**config.mk**
```make
export PLATFORM = sky130hd
export DESIGN_NAME = synapse_current_gen
export DESIGN_NICKNAME = d
export VERILOG_FILES = /design/src/rtl/snn_pkg.sv /design/src/rtl/weighted_spike_adder.sv /design/src/rtl/synapse_current_gen.sv
export SDC_FILE = /design/constraint.sdc
export NUM_CORES = 1
export LEC_CHECK = 0
export ABC_CLOCK_PERIOD_IN_PS = 23800
export CORE_ASPECT_RATIO = 0.75
export CORE_UTILIZATION = 59
export CTS_CLUSTER_DIAMETER = 200
export CTS_CLUSTER_SIZE = 16
export DETAILED_ROUTE_END_ITERATION = 16
export PLACE_DENSITY_LB_ADDON = 0.2
export SLEW_MARGIN = 5
export SYNTH_ARGS = -nofsm -noshare
export SYNTH_HDL_FRONTEND = slang
export SYNTH_HIERARCHICAL = 1
export SYNTH_SLANG_ARGS = --single-unit
```
**constraint.sdc**
```tcl
create_clock -name clk -period 23.8 [get_ports clk]
set_input_delay 4.76 -clock clk [delete_from_list [all_inputs] [get_ports clk]]
set_output_delay 4.76 -clock clk [all_outputs]
set_load 0.03 [all_outputs]
```
**src/rtl/snn_pkg.sv**
```systemverilog
// Shared definitions for the tiny SNN: default widths, the leak shift,
// the weight-load FSM states and the current saturation limit.
package snn_pkg;

    localparam int N_IN_DEF        = 8;
    localparam int W_WIDTH_DEF     = 4;
    localparam int CUR_WIDTH_DEF   = 8;
    localparam int DECAY_SHIFT_DEF = 2;

    localparam int unsigned CUR_SAT_DEF = (1 << CUR_WIDTH_DEF) - 1;

    typedef enum logic {
        ST_LOAD = 1'b0,
        ST_RUN  = 1'b1
    } syn_state_e;

    // Largest current representable at a given width.
    function automatic int unsigned sat_limit(input int width);
        return (1 << width) - 1;
    endfunction

endpackage

```
**src/rtl/weighted_spike_adder.sv**
```systemverilog
// Combinational sum of the weights whose input spike is set.
module weighted_spike_adder #(
    parameter int N_IN    = 8,
    parameter int W_WIDTH = 4,
    parameter int SUM_W   = W_WIDTH + $clog2(N_IN)
) (
    input  logic [N_IN-1:0]         spike,
    input  logic [N_IN*W_WIDTH-1:0] weights,
    output logic [SUM_W-1:0]        sum
);

    always_comb begin
        sum = '0;
        for (int i = 0; i < N_IN; i++) begin
            if (spike[i]) begin
                sum = sum + SUM_W'(weights[i*W_WIDTH +: W_WIDTH]);
            end
        end
    end

endmodule

```
**src/rtl/synapse_current_gen.sv**
```systemverilog
// Synapse input stage: streamed weight load, then a leaky saturating
// integrator of the weighted spike sum that feeds the neuron current input.
module synapse_current_gen
    import snn_pkg::*;
#(
    parameter int N_IN        = N_IN_DEF,
    parameter int W_WIDTH     = W_WIDTH_DEF,
    parameter int CUR_WIDTH   = CUR_WIDTH_DEF,
    parameter int DECAY_SHIFT = DECAY_SHIFT_DEF
) (
    input  logic                 clk,
    input  logic                 rst_n,
    input  logic                 en,
    input  logic [N_IN-1:0]      spike_in,
    input  logic                 wload_start,
    input  logic                 wload_valid,
    input  logic [W_WIDTH-1:0]   wload_data,
    output logic                 wload_ready,
    output logic                 weights_ready,
    output logic [CUR_WIDTH-1:0] current_out
);

    localparam int PTR_W = (N_IN > 1) ? $clog2(N_IN) : 1;
    localparam int SUM_W = W_WIDTH + $clog2(N_IN);
    localparam int ACC_W = CUR_WIDTH + 2;
    localparam logic [ACC_W-1:0] SAT = ACC_W'(sat_limit(CUR_WIDTH));

    syn_state_e           state_q, state_d;
    logic [PTR_W-1:0]     ptr_q, ptr_d;
    logic [W_WIDTH-1:0]   weight_q [N_IN];
    logic [W_WIDTH-1:0]   weight_d [N_IN];
    logic [CUR_WIDTH-1:0] current_q, current_d;
    logic                 wload_ready_q, wload_ready_d;
    logic                 weights_ready_q, weights_ready_d;

    logic [N_IN*W_WIDTH-1:0] weights_flat;
    logic [SUM_W-1:0]        syn_sum;
    logic [ACC_W-1:0]        cur_ext, leak, next_acc;

    always_comb begin
        weights_flat = '0;
        for (int i = 0; i < N_IN; i++) begin
            weights_flat[i*W_WIDTH +: W_WIDTH] = weight_q[i];
        end
    end

    weighted_spike_adder #(
        .N_IN    (N_IN),
        .W_WIDTH (W_WIDTH),
        .SUM_W   (SUM_W)
    ) u_adder (
        .spike   (spike_in),
        .weights (weights_flat),
        .sum     (syn_sum)
    );

    // Leak never exceeds the current, so the subtraction cannot underflow;
    // a minimum leak of 1 lets small currents decay all the way to zero.
    always_comb begin
        cur_ext = ACC_W'(current_q);
        leak    = cur_ext >> DECAY_SHIFT;
        if (cur_ext != '0 && leak == '0) begin
            leak = ACC_W'(1);
        end
        next_acc = cur_ext - leak + ACC_W'(syn_sum);
    end

    always_comb begin
        state_d   = state_q;
        ptr_d     = ptr_q;
        weight_d  = weight_q;
        current_d = current_q;

        // A start overrides the handshake: a beat presented with it is
        // taken as weight 0 even while in RUN.
        if (wload_start) begin
            state_d   = ST_LOAD;
            ptr_d     = '0;
            current_d = '0;
            if (wload_valid) begin
                weight_d[0] = wload_data;
                ptr_d       = PTR_W'(1);
            end
        end else if (state_q == ST_LOAD) begin
            if (wload_valid && wload_ready_q) begin
                weight_d[ptr_q] = wload_data;
                if (ptr_q == PTR_W'(N_IN - 1)) begin
                    ptr_d   = '0;
                    state_d = ST_RUN;
                end else begin
                    ptr_d = ptr_q + PTR_W'(1);
                end
            end
        end else if (en) begin
            current_d = (next_acc > SAT) ? CUR_WIDTH'(SAT) : CUR_WIDTH'(next_acc);
        end

        wload_ready_d   = (state_d == ST_LOAD);
        weights_ready_d = (state_d == ST_RUN);
    end

    always_ff @(posedge clk or negedge rst_n) begin
        if (!rst_n) begin
            state_q         <= ST_LOAD;
            ptr_q           <= '0;
            current_q       <= '0;
            wload_ready_q   <= 1'b1;
            weights_ready_q <= 1'b0;
            for (int i = 0; i < N_IN; i++) begin
                weight_q[i] <= '0;
            end
        end else begin
            state_q         <= state_d;
            ptr_q           <= ptr_d;
            current_q       <= current_d;
            wload_ready_q   <= wload_ready_d;
            weights_ready_q <= weights_ready_d;
            for (int i = 0; i < N_IN; i++) begin
                weight_q[i] <= weight_d[i];
            end
        end
    end

    assign wload_ready   = wload_ready_q;
    assign weights_ready = weights_ready_q;
    assign current_out   = current_q;

endmodule
```
==> results of run 1 <==
## per-stage QoR
step	util	power, mW
detailed placement	0.6548	0.3701
global placement	0.6548	0.3576
global route	0.6679	0.4587
floorplan	-	0.3159
finish	0.6679	0.4190
CTS	0.6679	0.4192
## worst max-delay path by stage
stage | startpoint | endpoint | slack [ns] | depth (start not counted)
2_1_floorplan | spike_in[0] | current_out[2] | 10.84 | 42
3_3_place_gp | spike_in[0] | current_out[6] | 9.91 | 43
3_5_place_dp | spike_in[0] | current_out[4] | 9.49 | 43
4_1_cts | spike_in[0] | current_out[3] | 9.82 | 43
5_1_grt | spike_in[0] | current_out[1] | 9.14 | 46
6_report | spike_in[0] | current_out[3] | 9.77 | 43
## cells in the mapped netlist (all sizes together) (2+ instances only)
cell type and count:
a211oi 7, a21o 14, a21oi 19, a311oi 8, a31oi 3, and2 5, buf 2, clkbuf 10
dfrtp 44, fa 13, ha 42, inv 40, mux2 47, mux2i 7, nand2 18, nand2b 8
nand3 3, nand3b 3, nor2 31, nor2b 7, nor3 4, nor3b 3, nor4 2, o211ai 5
o21ai 25, o31ai 4, xnor2 18, xor2 10
## state kept, by name, indices dropped and copies added, names as in the netlist
register and flops:
ptr_q 3, weight_q 32, current_out 8, wload_ready 1
weights_ready 1
## cells in the final DEF, fill, tap and decap left out, types with 2 or more instances in the layout
master,n
a211oi_1,5
nand2b_1,8
o31ai_1,3
fa_1,13
nand3b_1,3
xor2_1,10
nor2_1,31
ha_1,42
nor3_1,4
mux2i_1,7
and2_2,2
clkbuf_8,5
dfrtp_1,44
o21ai_2,3
nor3b_2,2
o211ai_1,5
a311oi_1,8
and2_1,2
o21ai_0,21
nand2_1,18
nor2b_1,6
a21oi_1,19
inv_1,40
a211oi_2,2
clkdlybuf4s50_1,25
mux2_2,40
a31oi_1,2
mux2_4,7
xnor2_1,17
a21o_1,13
nand3_1,3
## layout make-up
type,count,area [um^2]
sequential,45,1127
fill,577,2268
tap,84,105.1
timing repair buffer,26,255.2
inverter,40,150.1
multi-input combinational,323,2835
clock inverter,3,21.27
clock buffer,5,68.82
## report_power, final
part	total (mW)	switching, mW	internal (mW)
sequential	0.0934	0.00718	0.0862
combinational	0.277	0.151	0.127
clock	0.0482	0.0273	0.0209
## kinds of logic (layout without fill, tap and decap cells)
group | count (synthesis) | count (layout) | share of synthesized area
AO/OA/AOI/OAI | 97 | 97 | 0.1653
XOR/XNOR | 28 | 28 | 0.06028
adder cells (fa/ha/maj) | 55 | 55 | 0.1874
buffers and inverters | 53 | 74 | 0.05491
flip-flops | 45 | 45 | 0.2689
multiplexers | 54 | 54 | 0.1492
AND/OR/NAND/NOR | 89 | 89 | 0.1140
## critical path: cells and delay by family
kind                     cells  cell delay (ns)
AO/OA/AOI/OAI               13             2.44
XOR/XNOR                     2             0.32
adder cells (fa/ha/maj)     10             3.81
buffers and inverters        5             0.78
multiplexers                 4             1.13
AND/OR/NAND/NOR              9             0.93
## routing by layer
| layer | part of all wire | track usage | routed length, um |
|---|---|---|---|
| met5 | 0 | 0 | 0 |
| met4 | 0.0097 | 0.04902 | 85 |
| met2 | 0.43 | 0.3997 | 3740 |
| met1 | 0.53 | 0.3946 | 4637 |
| met3 | 0.036 | 0.03714 | 319 |
==> impl_results.md, run 1 <==
* Maximum frequency from static timing analysis at 0.07127 GHz
* Hold/Removal Path Class: reg -> reg
* Bufs on Longest Clock Path at 2
* Critical path start-end classification: in -> reg
* Gpl congestion at ~0.8
* Worst-case setup slack after placement at about 9.5 ns
* Total Die Area at 7451 um^2
* Fraction of layout cells with a size suffix above 1 at 0.1697
* Startpoint of the most critical hold path: weight_q[29]
* RSZ-0062 raised after global routing: no
* End of the worst register-to-register path: current_out[3]
* Number of buffer cells added on primary ports at 26
* Half-perimeter wire length after placement at 7136 um
* EDFF count, synth at 0
* Die outline width at 99.34 um
* Initial Utilization at 0.6137
* Area fraction of the dominant cell type after synthesis at 0.2626
* Maximum number of pins on one net before global-route repair at 46
* Initial detailed-routing violation count at 124
* Root cell of the clock tree: clkbuf_8
* Total wire length at 8782 um
* Register bit total from synthesis at 45
* Worst min-delay path endpoint: weight_q[29]
* Worst reg2reg path startpoint: weight_q[28]
* Number of cells upsized or downsized after cts at 0
* Antenna cell count at 0
* Leading area contributor after synthesis: dfrtp_1
* Number of cells traversed by the worst hold path at 1
* Max Cap Viol at 0
* Final setup skew at approximately 0.012 ns
* Capturing element type of the critical path: flop
* Via count of the first global-routing pass at 2981
* Fin Setup TNS at 0 ns
* Maximum resistive drop on vdd at 0.00004213 V
* Setup ws final at 9.768 ns
* Final slew viol count at 0
* Hold buffers post-CTS at 0
* Mapped cell area at 4193 um^2
* CTS H-tree lvls at 2
* Mean cell area of the mapped netlist at approximately 10 um^2
* Number of clock sinks seen by CTS at 45
* # setup viols final at 0
* Leakage power figure at 2.122 nW
* Post-route cell area at between 4000 and 5000 um^2
* Total power per unit cell area at 91.82 nW/um^2
* Post-CTS repair timing setup buffer count at 0
* Primary FF master, synth: dfrtp_1
* Yosys warning count at 6
* Cell count after synthesis at 421
* Worst-case reg-to-reg path depth at 42
* Vias at 3122
* Antenna violation net count after detailed routing at 0
* Wire length of the first global-routing pass at 14860 um
* Clock buffer count from CTS at 5
* TritonCTS clock tree: built
* Reg2Reg Setup Slack at ~14 ns
* Required time of the critical path at roughly 24 ns
* Post-detailed-route via-to-cell ratio at 5.935
* Layout Nets at between 500 and 600
* Count of boundary I/O pins at 27
* Total GRT Usage at 0.2598
* DIE HEIGHT at 75.01 um
* Clock insertion delay at the later pin of the skew report at 0.30 ns
* Critical Path Fanout Max at 7
* Portion of the clock cycle consumed by the worst path in the final layout at 0.5896
* Status: completed
* Measured slew at the worst slew-check pin at approximately 1.0 ns
* Layout-stage area growth over the synthesis result at 8.833%
* Share of synthesized area occupied by flip-flops and latches at 0.2689
* Wire length per cell after detailed routing at 16.70 um
* Number of hold violations in the final report at 0
* Number of antenna violations at the first check in global routing at 0
* Startpoint Class: input port
* Min Hold Slack at 0.5194 ns
* Net count after synthesis at 493
* Non-filler instance count after layout at 526
* Congestion Overflow GR at 0
* Max-Slew Margin vs Limit at 0.3275
* Top cells by area in the synthesized netlist: dfrtp_1 26%, ha_1 13%, mux2_2 11%
* Distinct cell type count of the synthesized netlist at 62
* Worst EP arrival at 14.18 ns
* Dpl cell area at ~4500 um^2
* Maximum single-stage delay on the critical path at about 0.53 ns
* Drt first pass iters at 4
* Clock transition at the registers of the reported paths at ~0.1 ns
* Number of placed instances with taps included at roughly 520
* Num rows at 26
* Residual DRC count at 0
* Time the worst path needs with I/O delays and setup at 14.03 ns
* Async set or reset register ratio after synthesis at 1.000
* Crit path max-delay cell type: a2111oi_4
* Standard cell core area at 6832 um^2
(Power assumes the default switching activity.)
==> run 2: changes to the inputs <==
--- a/config.mk
+++ b/config.mk
@@ -5,7 +5,7 @@
 export SDC_FILE = /design/constraint.sdc
 export NUM_CORES = 1
 export LEC_CHECK = 0
-export ABC_CLOCK_PERIOD_IN_PS = 23800
+export ABC_CLOCK_PERIOD_IN_PS = 14180
 export CORE_ASPECT_RATIO = 0.75
 export CORE_UTILIZATION = 59
 export CTS_CLUSTER_DIAMETER = 200
==> constraint.sdc (replaced) <==
create_clock -name clk -period 14.18 [get_ports clk]
set_input_delay 2.836 -clock clk [delete_from_list [all_inputs] [get_ports clk]]
set_output_delay 2.836 -clock clk [all_outputs]
set_load 0.03 [all_outputs]
==> impl_results.md, run 2 (synthesis gave the netlist of run 1 again) <==
* Die outline width at 99.34 um
* Total GRT Usage at 0.2605
* Total Die Area at roughly 7500 um^2
* Maximum single-stage delay on the critical path at roughly 0.53 ns
* Hold buffers post-CTS at 0
* Clock insertion delay at the later pin of the skew report at 0.30 ns
* Layout-stage area growth over the synthesis result at 8.773%
* Startpoint Class: input port
* Number of hold violations in the final report at 0
* Sum of buffers and inverters on the critical path at 5
* Critical Path Fanout Max at 7
* Hold/Removal Path Class: reg -> reg
* Num rows at 26
* Standard cell core area at 6832 um^2
* Layout Nets at 513
* Antenna cell count at 0
* Clock transition at the registers of the reported paths at 0.09 ns
* Portion of the clock cycle consumed by the worst path in the final layout at 0.8533
* Number of clock sinks seen by CTS at 45
* Worst reg2reg path startpoint: weight_q[28]
* Wire length of the first global-routing pass at 14790 um
* Count of boundary I/O pins at 27
* Critical path start-end classification: in -> reg
* Final setup skew at about 0.006 ns
* Startpoint of the most critical hold path: weight_q[30]
* # setup viols final at 0
* Maximum number of pins on one net before global-route repair at 46
* Drt first pass iters at 4
* Fin Setup TNS at 0 ns
* Max-Slew Margin vs Limit at 0.3388
* Combinational Power Share at 0.663
* Sequential fraction of design power at 0.222
* Register name with the most flops: weight_q
* Root cell of the clock tree: clkbuf_8
* Total wire length at ~8900 um
* Worst min-delay path endpoint: weight_q[30]
* DIE HEIGHT at 75.01 um
* Status: completed
* Measured slew at the worst slew-check pin at 0.9918 ns
* Fraction of layout cells with a size suffix above 1 at 0.1674
* Number of antenna violations at the first check in global routing at 0
* Capturing element type of the critical path: flop
* Clk pwr share at 0.115
* Initial Utilization at 0.6137
* Required time of the critical path at 14.33 ns
* Maximum resistive drop on vdd at 0.00007605 V
* Clock buffer count from CTS at 5
* Crit-path leading delay family: adder cells
* Total power per unit cell area at 154.7 nW/um^2
* RSZ-0062 raised after global routing: no
* Number of buffer cells added on primary ports at 26
* Post-CTS repair timing setup buffer count at 0
* Time the worst path needs with I/O delays and setup at 12.10 ns
* Leakage power figure at 2.115 nW
* Post-detailed-route via-to-cell ratio at between 5 and 6
* Bufs on Longest Clock Path at 2
* End of the worst register-to-register path: current_out[3]
* Most common cell after layout, fill and taps aside: dfrtp_1
* Number of cells upsized or downsized after cts at 0
* Reg2Reg Setup Slack at 4.72 ns
* Worst-case setup slack after placement at ~1.8 ns
* Cell seen most often among critical-path stages: ha_1
* CTS H-tree lvls at 2
* Worst-case reg-to-reg path depth at between 40 and 50
* Maximum frequency from static timing analysis at 0.08264 GHz
* Final slew viol count at 0
* Half-perimeter wire length after placement at 7111 um
* Antenna violation net count after detailed routing at 0
* Wire length per cell after detailed routing at 16.88 um
* Worst EP arrival at 12.25 ns
* Via count of the first global-routing pass at 3002
* Crit path max-delay cell type: a2111oi_4
* Gpl congestion at 0.8032
* Commonest cells after routing, fill and taps aside: 44 x dfrtp_1, 42 x ha_1, 40 x mux2_2, 40 x inv_1, 31 x nor2_1
* Number of flip-flops in the largest register at 32
* Internal Dissipation at 392.8 uW
* Switching portion of total power at 0.4433
* Number of cells traversed by the worst hold path at 1
* TritonCTS clock tree: built
* Max Cap Viol at 0
* Vias at 3121
* Filler cell count at 587
* Initial detailed-routing violation count at between 150 and 200
* Setup ws final at 2.080 ns
* Residual DRC count at 0
* Congestion Overflow GR at 0
* Total net switching power at 312.7 uW
-- run 2: metrics by stage --
step                power (mW)  cell area, um^2  instances  hold slack (ns)    util
floorplan               0.5302             4193        421           0.4725       -
global placement        0.6003             4473        518           0.4904  0.6548
detailed placement      0.6208             4473        518           0.4977  0.6548
CTS                     0.7044             4561        526           0.5188  0.6676
global route            0.7681             4561        526           0.5432  0.6676
finish                  0.7055             4561        526           0.5182  0.6676
-- run 2: worst max path at each step --
| stage | start | to | slack [ns] | depth (start not counted) |
|---|---|---|---|---|
| 2_1_floorplan | spike_in[0] | current_out[2] | 3.14 | 42 |
| 3_3_place_gp | spike_in[0] | current_out[6] | 2.21 | 43 |
| 3_5_place_dp | spike_in[0] | current_out[4] | 1.81 | 43 |
| 4_1_cts | spike_in[0] | current_out[3] | 2.12 | 43 |
| 5_1_grt | spike_in[0] | current_out[3] | 1.43 | 45 |
| 6_report | spike_in[0] | current_out[3] | 2.08 | 44 |
-- run 2: cell type report --
class                           count  area, um^2  share of cell area
Clock buffer                        6       72.57             0.01591
Clock inverter                      2       15.01            0.003292
Inverter                           40       150.1             0.03292
Multi-Input combinational cell    323        2835              0.6217
Sequential cell                    45        1127              0.2472
Tap cell                           84       105.1             0.02305
Timing Repair Buffer               26       255.2             0.05597
-- run 2: routing by layer --
| metal | up-vias | global-route usage | wire length [um] |
|---|---|---|---|
| met1 | 1513 | 0.3868 | 4669 |
| li1 | 1535 | - | - |
| met5 | - | 0 | 0 |
| met3 | 5 | 0.03435 | 317 |
| met2 | 68 | 0.4167 | 3846 |
| met4 | 0 | 0.04575 | 44 |
-- run 2: power by group through the flow --
stage	logic [mW]	registers (mW)	clock network, mW
finish	0.468	0.157	0.0811
global route	0.521	0.159	0.0878
floorplan	0.375	0.155	0
CTS	0.464	0.157	0.0839
detailed placement	0.461	0.160	0
global placement	0.442	0.159	0
==> run 3: changes to the inputs <==
--- a/config.mk
+++ b/config.mk
@@ -7,12 +7,13 @@
 export LEC_CHECK = 0
 export ABC_CLOCK_PERIOD_IN_PS = 14180
 export CORE_ASPECT_RATIO = 0.75
-export CORE_UTILIZATION = 59
+export CORE_UTILIZATION = 50
 export CTS_CLUSTER_DIAMETER = 200
 export CTS_CLUSTER_SIZE = 16
 export DETAILED_ROUTE_END_ITERATION = 16
+export GPL_TIMING_DRIVEN = 0
 export PLACE_DENSITY_LB_ADDON = 0.2
-export SLEW_MARGIN = 5
+export SLEW_MARGIN = 30
 export SYNTH_ARGS = -nofsm -noshare
 export SYNTH_HDL_FRONTEND = slang
 export SYNTH_HIERARCHICAL = 1
==> impl_results.md, run 3 (synthesis gave the netlist of run 1 again) <==
* DIE HEIGHT at 81.31 um
* Standard cell core area at roughly 8000 um^2
* Bufs on Longest Clock Path at 2
* Total GRT Usage at 0.2286
* Worst reg2reg path startpoint: weight_q[28]
* Post-CTS repair timing setup buffer count at 0
* Root cell of the clock tree: clkbuf_8
* Clock buffer count from CTS at 5
* Total Die Area at 8760 um^2
* Fraction of layout cells with a size suffix above 1 at 0.1748
* Clock transition at the registers of the reported paths at 0.09 ns
* Required time of the critical path at 14.33 ns
* Instance count on the critical path at 43
* Portion of the clock cycle consumed by the worst path in the final layout at 0.8756
* Most common cell after layout, fill and taps aside: dfrtp_1
* Number of clock sinks seen by CTS at 45
* Commonest cells after routing, fill and taps aside: 44 x dfrtp_1, 42 x ha_1, 40 x mux2_2, 40 x inv_1, 31 x nor2_1
* Vias at roughly 3100
* Capturing element type of the critical path: flop
* Critical Path Fanout Max at 7
* Worst EP arrival at 12.57 ns
* Congestion Overflow GR at 0
* Maximum single-stage delay on the critical path at roughly 0.6 ns
* Setup ws final at 1.765 ns
* Number of cells upsized or downsized after cts at 0
* Count of boundary I/O pins at 27
* Worst-case reg-to-reg path depth at 42
* Max-Slew Margin vs Limit at 0.4743
* Num rows at 28
* End of the worst register-to-register path: current_out[5]
* Wire length of the first global-routing pass at approximately 15000 um
* Fin Setup TNS at 0 ns
* Layout Nets at 523
* Worst-case setup slack after placement at 1.526 ns
* Number of flip-flops in the largest register at 32
* Clock insertion delay at the later pin of the skew report at approximately 0.31 ns
* Total power per unit cell area at approximately 150 nW/um^2
* Number of hold violations in the final report at 0
* Post-detailed-route via-to-cell ratio at 5.634
* Drt first pass iters at 5
* RSZ-0062 raised after global routing: no
* Critical path start-end classification: in -> reg
* Filler cell count at 687
* Status: completed
* Area taken by multi-input logic gates at 2835 um^2
* Residual DRC count at 0
* Leakage power figure at 2.153 nW
* Startpoint Class: input port
* Hold buffers post-CTS at 0
* Number of buffer cells added on primary ports at 23
* Die outline width at 107.7 um
* Via count of the first global-routing pass at 3117
* CTS H-tree lvls at 2
* Share of the core filled with cells in the final layout at 0.5786
* Maximum frequency from static timing analysis at 0.08055 GHz
* Layout-stage area growth over the synthesis result at 10.71%
* Max Cap Viol at 0
* Antenna violation net count after detailed routing at 0
* # setup viols final at 0
* Crit-path leading delay family: adder cells
* TritonCTS clock tree: built
* Start point of the critical path: spike_in[0]
* Final slew viol count at 0
* Time the worst path needs with I/O delays and setup at 12.42 ns
* Reg2Reg Setup Slack at roughly 4.4 ns
* Antenna cell count at 0
* Initial Utilization at 0.5226
* Hold/Removal Path Class: reg -> reg
* Sum of buffers and inverters on the critical path at 5
* Wire length per cell after detailed routing at 16.39 um
* Measured slew at the worst slew-check pin at 0.7829 ns
* Final setup skew at 0.01257 ns
* Number of antenna violations at the first check in global routing at 0
* Total wire length at 9127 um
* Crit path max-delay cell type: a2111oi_4
* Maximum number of pins on one net before global-route repair at 46
* Maximum resistive drop on vdd at 0.00006737 V
* Reg area at 1127 um^2
* Register name with the most flops: weight_q
* Initial detailed-routing violation count at around 140
* Critical path destination: current_out[5]
* Half-perimeter wire length after placement at 7273 um
* Gpl congestion at roughly 0.85
run 3: metal layers:
| metal | global-route usage | part of all wire |
|---|---|---|
| met2 | 0.3571 | 0.43 |
| met5 | 0 | 0 |
| met3 | 0.02889 | 0.040 |
| met1 | 0.3325 | 0.51 |
| met4 | 0.06301 | 0.016 |
run 3: worst min path at each step:
stage	start	endpoint	slack [ns]	cells after the start
3_5_place_dp	weight_q[30]	weight_q[30]	0.51	1
2_1_floorplan	weight_q[30]	weight_q[30]	0.47	1
5_1_grt	weight_q[8]	weight_q[8]	0.54	1
3_3_place_gp	weight_q[31]	weight_q[31]	0.49	1
6_report	weight_q[29]	weight_q[29]	0.53	1
4_1_cts	weight_q[27]	weight_q[27]	0.53	1
run 3: power by group:
group | internal [mW] | switching, mW
registers | 0.145 | 0.0117
clock network | 0.0351 | 0.0488
logic | 0.214 | 0.255
total | 0.394 | 0.315
run 3: final cells by class:
type / count / area share
plain buffers: 13 / 0.01725
clock inverters: 3 / 0.004582
inverters: 40 / 0.03235
multi-input cells: 323 / 0.6108
flip-flops and latches: 45 / 0.2429
repair buffers: 23 / 0.04906
well taps: 105 / 0.02830
clock buffers: 5 / 0.01482
run 3: metrics by stage:
step                total power [mW]  instances  hold WS, ns  cell area [um^2]
global placement              0.6013        549       0.4893              4554
detailed placement            0.6240        549       0.5054              4552
CTS                           0.7111        557       0.5267              4642
finish                        0.7089        557       0.5251              4642
global route                  0.7739        557       0.5426              4642
floorplan                     0.5302        421       0.4725              4193
==> patch 1, RTL diff (config.mk and constraints of run 3) <==
Change the package constant `N_IN_DEF` from 8 to 16.
--- a/src/rtl/snn_pkg.sv
+++ b/src/rtl/snn_pkg.sv
@@ -2,7 +2,7 @@
 // the weight-load FSM states and the current saturation limit.
 package snn_pkg;
 
-    localparam int N_IN_DEF        = 8;
+    localparam int N_IN_DEF        = 16;
     localparam int W_WIDTH_DEF     = 4;
     localparam int CUR_WIDTH_DEF   = 8;
     localparam int DECAY_SHIFT_DEF = 2;
Interface: changed (resized spike_in); port bits go from 27 to 35. The function was not compared with the original's and may differ.
==> patch 1 against run 3 <==
  * Routed wire length rose by 99%
  * Setup slack worse by 3.9 ns
  * Final area is 120% higher
  * The run now ends with negative setup slack left
  * Highest routed layer unchanged
  * Global-route usage fell by 0.34 points
  * Synthesized area rose by 89%
  * Critical path type unchanged
  * Total power up 86%
  * Clock skew down 0.0059 ns
  * Register-to-register slack worse by 4.3 ns
  * Sequential cell count up 33
  * Via count increased by 100%
  * Critical endpoint is now current_out[7]
==> patch 1: results (changes against run 3) <==
| Metric | Value |
|---|---|
| Detailed Route Iter0 Violations | 355 (+150%) |
| Starting density of the core | 51.6% (-0.64 points) |
| Violations in the final reports | negative setup slack |
| Antenna violations before repair | 0 (unchanged) |
| Setup TNS | -16.70 ns (-16.70 ns) |
| Seq/Total Area, Yosys | 24.6% (-2.3 points) |
| Number of flip-flops under the largest register name | 64 (+100%) |
| Maximum number of pins on one net before global-route repair | 72 (+57%) |
| Synthesized area per cell | 9.32 sq um (-6.4%) |
| Worst stage delay on the critical path | 0.53 ns (-0.08 ns) |
| Worst Clk Skew | 0.00663 ns (-0.00594 ns) |
| Register containing the most flip-flops in the final layout | weight_q |
| Layout cells sized above 1 | 27.0% (+9.5 points) |
| Final setup fails | 8 (+8) |
| Worst-case vdd ir drop | 0.0880 mV (+31%) |
| Number of nets in the layout | 1087 (+110%) |
| Leakage Power | 4.58 nW (+110%) |
| Cell with the largest stage delay on the worst path | sky130_fd_sc_hd__fa_2 |
| H-tree Lvls | 3 (+1) |
| Synth async-reset ratio | 100% (unchanged) |
| Final routed wire length divided by cell count | 15.5 um (-5.6%) |
| Source-to-sink clock delay at the later pin of the worst-skew pair | 0.34 ns (+0.03 ns) |
| Buffers added on ports | 24 (+4.3%) |
| Post-DP HPWL | 13000 um (+79%) |
| Maximum fanout count along the critical path | 5 (-2) |
| Run status | finished with violations |
| All-Layer GR Usage | 22.5% (-0.34 points) |
| Clock input transition at the sequential cells of the worst setup and hold paths | 0.06 ns (-0.03 ns) |
| Synth cell count leaders | 98 x sky130_fd_sc_hd__inv_1, 77 x sky130_fd_sc_hd__dfrtp_1, 76 x sky130_fd_sc_hd__ha_1 |
| Final WS setup | -2.11 ns (-3.87 ns) |
| Arrival time of data at the critical path endpoint | 16.47 ns (+3.90 ns) |
| Number of different library cells in the post-synthesis netlist | 75 (+21%) |
| Dominant register cell in the synthesized netlist | sky130_fd_sc_hd__dfrtp_1 |
| Library cell used as clock root buffer | sky130_fd_sc_hd__clkbuf_16 |
| Antenna diode instance count | 0 (unchanged) |
| Post-layout instance count excluding filler cells | 1175 (+110%) |
| Worst min path class | reg -> reg |
| Slew Limit Headroom | 45.9% (-1.5 points) |
| First-pass iteration count of the detailed router | 5 (unchanged) |
| Top post-synthesis cells by area | sky130_fd_sc_hd__dfrtp_1 24%, sky130_fd_sc_hd__ha_1 12%, sky130_fd_sc_hd__mux2_1 8.5% |
| Number of vias per cell | 5.41 (-3.9%) |
| Net count after synthesis | 973 (+97%) |
| Maximum root-to-sink buffer count | 2 (unchanged) |
| Number of fill cells in the layout | 1249 (+82%) |
| Placer congestion estimate | 0.826 (-3.2%) |
| Count of placed standard cells including taps | 1081 (+97%) |
| Wire length of the first global-routing pass | 29800 um (+95%) |
| Number of synthesis warnings | 6 (unchanged) |
| Number of buffers created by CTS | 9 (+4) |
| Via count of the first global-routing pass | 6113 (+96%) |
[patch 1: cell count changes after synthesis, sizes merged, moves of 10 or more]
cell and delta:
nand2 +40, dfrtp +33, o21a +14, nand3 +10
o21ai +30, nand2b +12, inv +59, nor2b +24
ha +34, mux2 +36, a21oi +33, xnor2 +20
[patch 1: cells by family after synthesis]
kind of cell	count (synthesis)	share of synthesized area, %
AO/OA/AOI/OAI	202	16.7
XOR/XNOR	60	8.42
adder cells (fa/ha/maj)	99	17.5
buffers and inverters	121	6.31
flip-flops	78	24.6
multiplexers	96	13.9
AND/OR/NAND/NOR	195	12.5
[patch 1: what timing repair did]
item,4_1_cts,5_1_grt
resized for setup,70,49
pin swaps,47,55
buffers inserted,58,20
endpoints found under the setup margin,8,8
[patch 1: critical path, delay by kind of cell]
family          cells  cell delay (ns)
fa+ha+maj          17             5.79
buf+inv            17             1.69
mux                 4             0.75
simple gates       14             1.72
compound gates     21             2.89
xor+xnor            5             0.79
[patch 1: per-stage QoR]
stage	power [mW]	util [%]	setup WS [ns]	cell area, sq um
global placement	0.848	55.6	-3.78	8550
finish	1.32	65.4	-2.11	10100
detailed placement	0.860	55.8	-3.92	8580
CTS	1.24	62.5	-2.08	9610
floorplan	0.748	-	-1.63	8050
global route	1.42	65.4	-2.80	10100
[patch 1: per-layer routing]
metal	vias up	wire length (um)	track usage, %
met5	-	0	0
met4	0	177	4.19
met3	14	573	2.80
met2	98	8240	35.2
met1	3051	9180	33.4
li1	3197	-	-
[patch 1: path summary, 6_finish.rpt]
check / startpoint / to / slack, ns / cells past startpoint
max: spike_in[0] / current_out[7] / -2.11 / 78
min: weight_q[59] / weight_q[59] / 0.50 / 1
min in group asynchronous: rst_n / current_out[6] / 2.29 / 1
max in group asynchronous: rst_n / wload_ready / 11.32 / 2
min reg2reg: weight_q[59] / weight_q[59] / 0.50 / 1
max reg2reg: weight_q[60] / current_out[7] / 0.10 / 77
[patch 1: report_power, final]
group	switching (mW)	internal, mW	leakage, nW
clock network	0.0983	0.138	0.147
logic	0.405	0.421	3.38
registers	0.0140	0.240	1.05
[patch 1: cell type report]
cell class / instances / share of cell area (%)
repair buffers: 103 / 8.58
clock inverters: 7 / 0.771
plain buffers: 22 / 1.28
multi-input cells: 652 / 61.5
clock buffers: 9 / 2.24
inverters: 99 / 3.69
well taps: 205 / 2.55
flip-flops and latches: 78 / 19.4
==> patch 2, RTL diff (flow settings as in run 3) <==
Made on the original files. Make the reset (`rst_n`) synchronous in one clocked block.
--- a/src/rtl/synapse_current_gen.sv
+++ b/src/rtl/synapse_current_gen.sv
@@ -99,7 +99,7 @@
         weights_ready_d = (state_d == ST_RUN);
     end
 
-    always_ff @(posedge clk or negedge rst_n) begin
+    always_ff @(posedge clk) begin
         if (!rst_n) begin
             state_q         <= ST_LOAD;
             ptr_q           <= '0;
Behaviour: not the same (a bounded check fails within 10 cycles, from zero or initial values and one cycle with rst_n low; the reset may be asserted at any time).
==> patch 2 against run 3 <==
  * Final area is 1.6% lower
  * Clock skew down 0.0079 ns
  * Non-clock buffer count grew 2
  * Sequential cell count did not move
  * Routed wire length is 4.2% lower
  * Setup slack improved by 0.41 ns
  * Synthesized area is 1.2% lower
Power is not compared: it rests on default switching activity, and its combinational part moved more than twofold at a synthesized area within 25%.
==> patch 2: results (changes against run 3) <==
| Metric | Value |
|---|---|
| Via count of the first global-routing pass | 3003 (-3.7%) |
| Slew at the pin closest to its max-slew limit | 0.711 ns (-0.0720 ns) |
| Synth cell count leaders | 45 x sky130_fd_sc_hd__dfxtp_1, 42 x sky130_fd_sc_hd__ha_1, 40 x sky130_fd_sc_hd__inv_1 |
| Post-DP HPWL | 7080 um (-2.7%) |
| Source-to-sink clock delay at the later pin of the worst-skew pair | 0.29 ns (-0.02 ns) |
| Net count after synthesis | 546 (+11%) |
| Worst stage delay on the critical path | 0.52 ns (-0.09 ns) |
| First-pass iteration count of the detailed router | 4 (-1) |
| Maximum number of pins on one net before global-route repair | 14 (-70%) |
| Buffers added on ports | 19 (-17%) |
| Post-layout instance count excluding filler cells | 605 (+8.6%) |
| Cell with the largest stage delay on the worst path | sky130_fd_sc_hd__fa_1 |
| Synth async-reset ratio | 0% (-100 points) |
| Share of the synthesized area in the top cell type | 21.7% (-4.5 points) |
| Dominant register cell in the synthesized netlist | sky130_fd_sc_hd__dfxtp_1 |
| Wire length of the first global-routing pass | 14600 um (-4.2%) |
| Placed inst area | 4470 sq um (-1.9%) |
| Number of vias per cell | 5.42 (-3.8%) |
| Maximum achievable frequency | 0.0833 GHz (+3.5%) |
| All-Layer GR Usage | 21.4% (-1.5 points) |
| Seq/Total Area, Yosys | 21.7% (-5.1 points) |
| Run status | finished, final reports clean |
| Maximum fanout count along the critical path | 8 (+1) |
| Worst-case register-to-register setup slack | 4.89 ns (+0.50 ns) |
| Worst hold margin | 0.475 ns (-0.0496 ns) |
| Worst Clk Skew | 0.00463 ns (-0.00795 ns) |
| Top post-synthesis cells by area | sky130_fd_sc_hd__dfxtp_1 22%, sky130_fd_sc_hd__ha_1 13%, sky130_fd_sc_hd__mux2i_1 7.5% |
| Number of nets in the layout | 572 (+9.4%) |
| Layout cells sized above 1 | 8.40% (-9.1 points) |
patch 2: changes by cell type after synthesis, sizes merged, moves of 8 or more:
cell	run 3	this run
dfrtp	44	0
a21boi	0	8
a311oi	8	0
nand3	3	11
nand2	18	31
dfxtp	0	45
mux2i	7	31
mux2	47	15
nor2b	7	31
patch 2: per-layer routing:
layer  wire [um]  global-route usage, %  vias up  part of all wire, %
li1            -                      -     1701                    -
met5           0                      0        -                    0
met2        3450                   31.0       47                   39
met4          24                   3.29        0                 0.27
met1        5010                   34.0     1528                   57
met3         253                   2.25        4                  2.9
patch 2: logic make-up after synthesis:
group	count (synthesis)	synth area share [%]
adders and majority gates	55	19.0
xor gates and xnor gates	27	5.89
and+or+nand+nor	131	17.6
DFF	45	21.7
buffers and inverters	59	5.92
AOI/OAI and AO/OA	111	17.7
muxes	46	12.2
patch 2: cell type report:
class,instances,area (sq um)
clock inverter,2,35.0
timing repair buffer,19,190
multi-input combinational,370,3000
tap,105,131
sequential,45,901
inverter,40,150
buffer,19,95.1
clock buffer,5,68.8
fill,706,3380
patch 2: power groups by stage:
stage | Combinational [mW] | Clock (mW) | Sequential, mW
after floorplan | 0.0560 | 0 | 0.131
after global placement | 0.0712 | 0 | 0.131
after detailed placement | 0.0726 | 0 | 0.131
after CTS | 0.0731 | 0.0949 | 0.129
after global routing | 0.0827 | 0.0998 | 0.129
final | 0.0731 | 0.0940 | 0.129
patch 2: worst paths after layout:
path	start	to	depth (start not counted)
hold reg to reg	weight_q[30]	weight_q[30]	2
setup reg to reg	weight_q[28]	current_out[2]	41
hold / removal	weight_q[30]	weight_q[30]	2
setup / recovery	spike_in[0]	current_out[2]	42
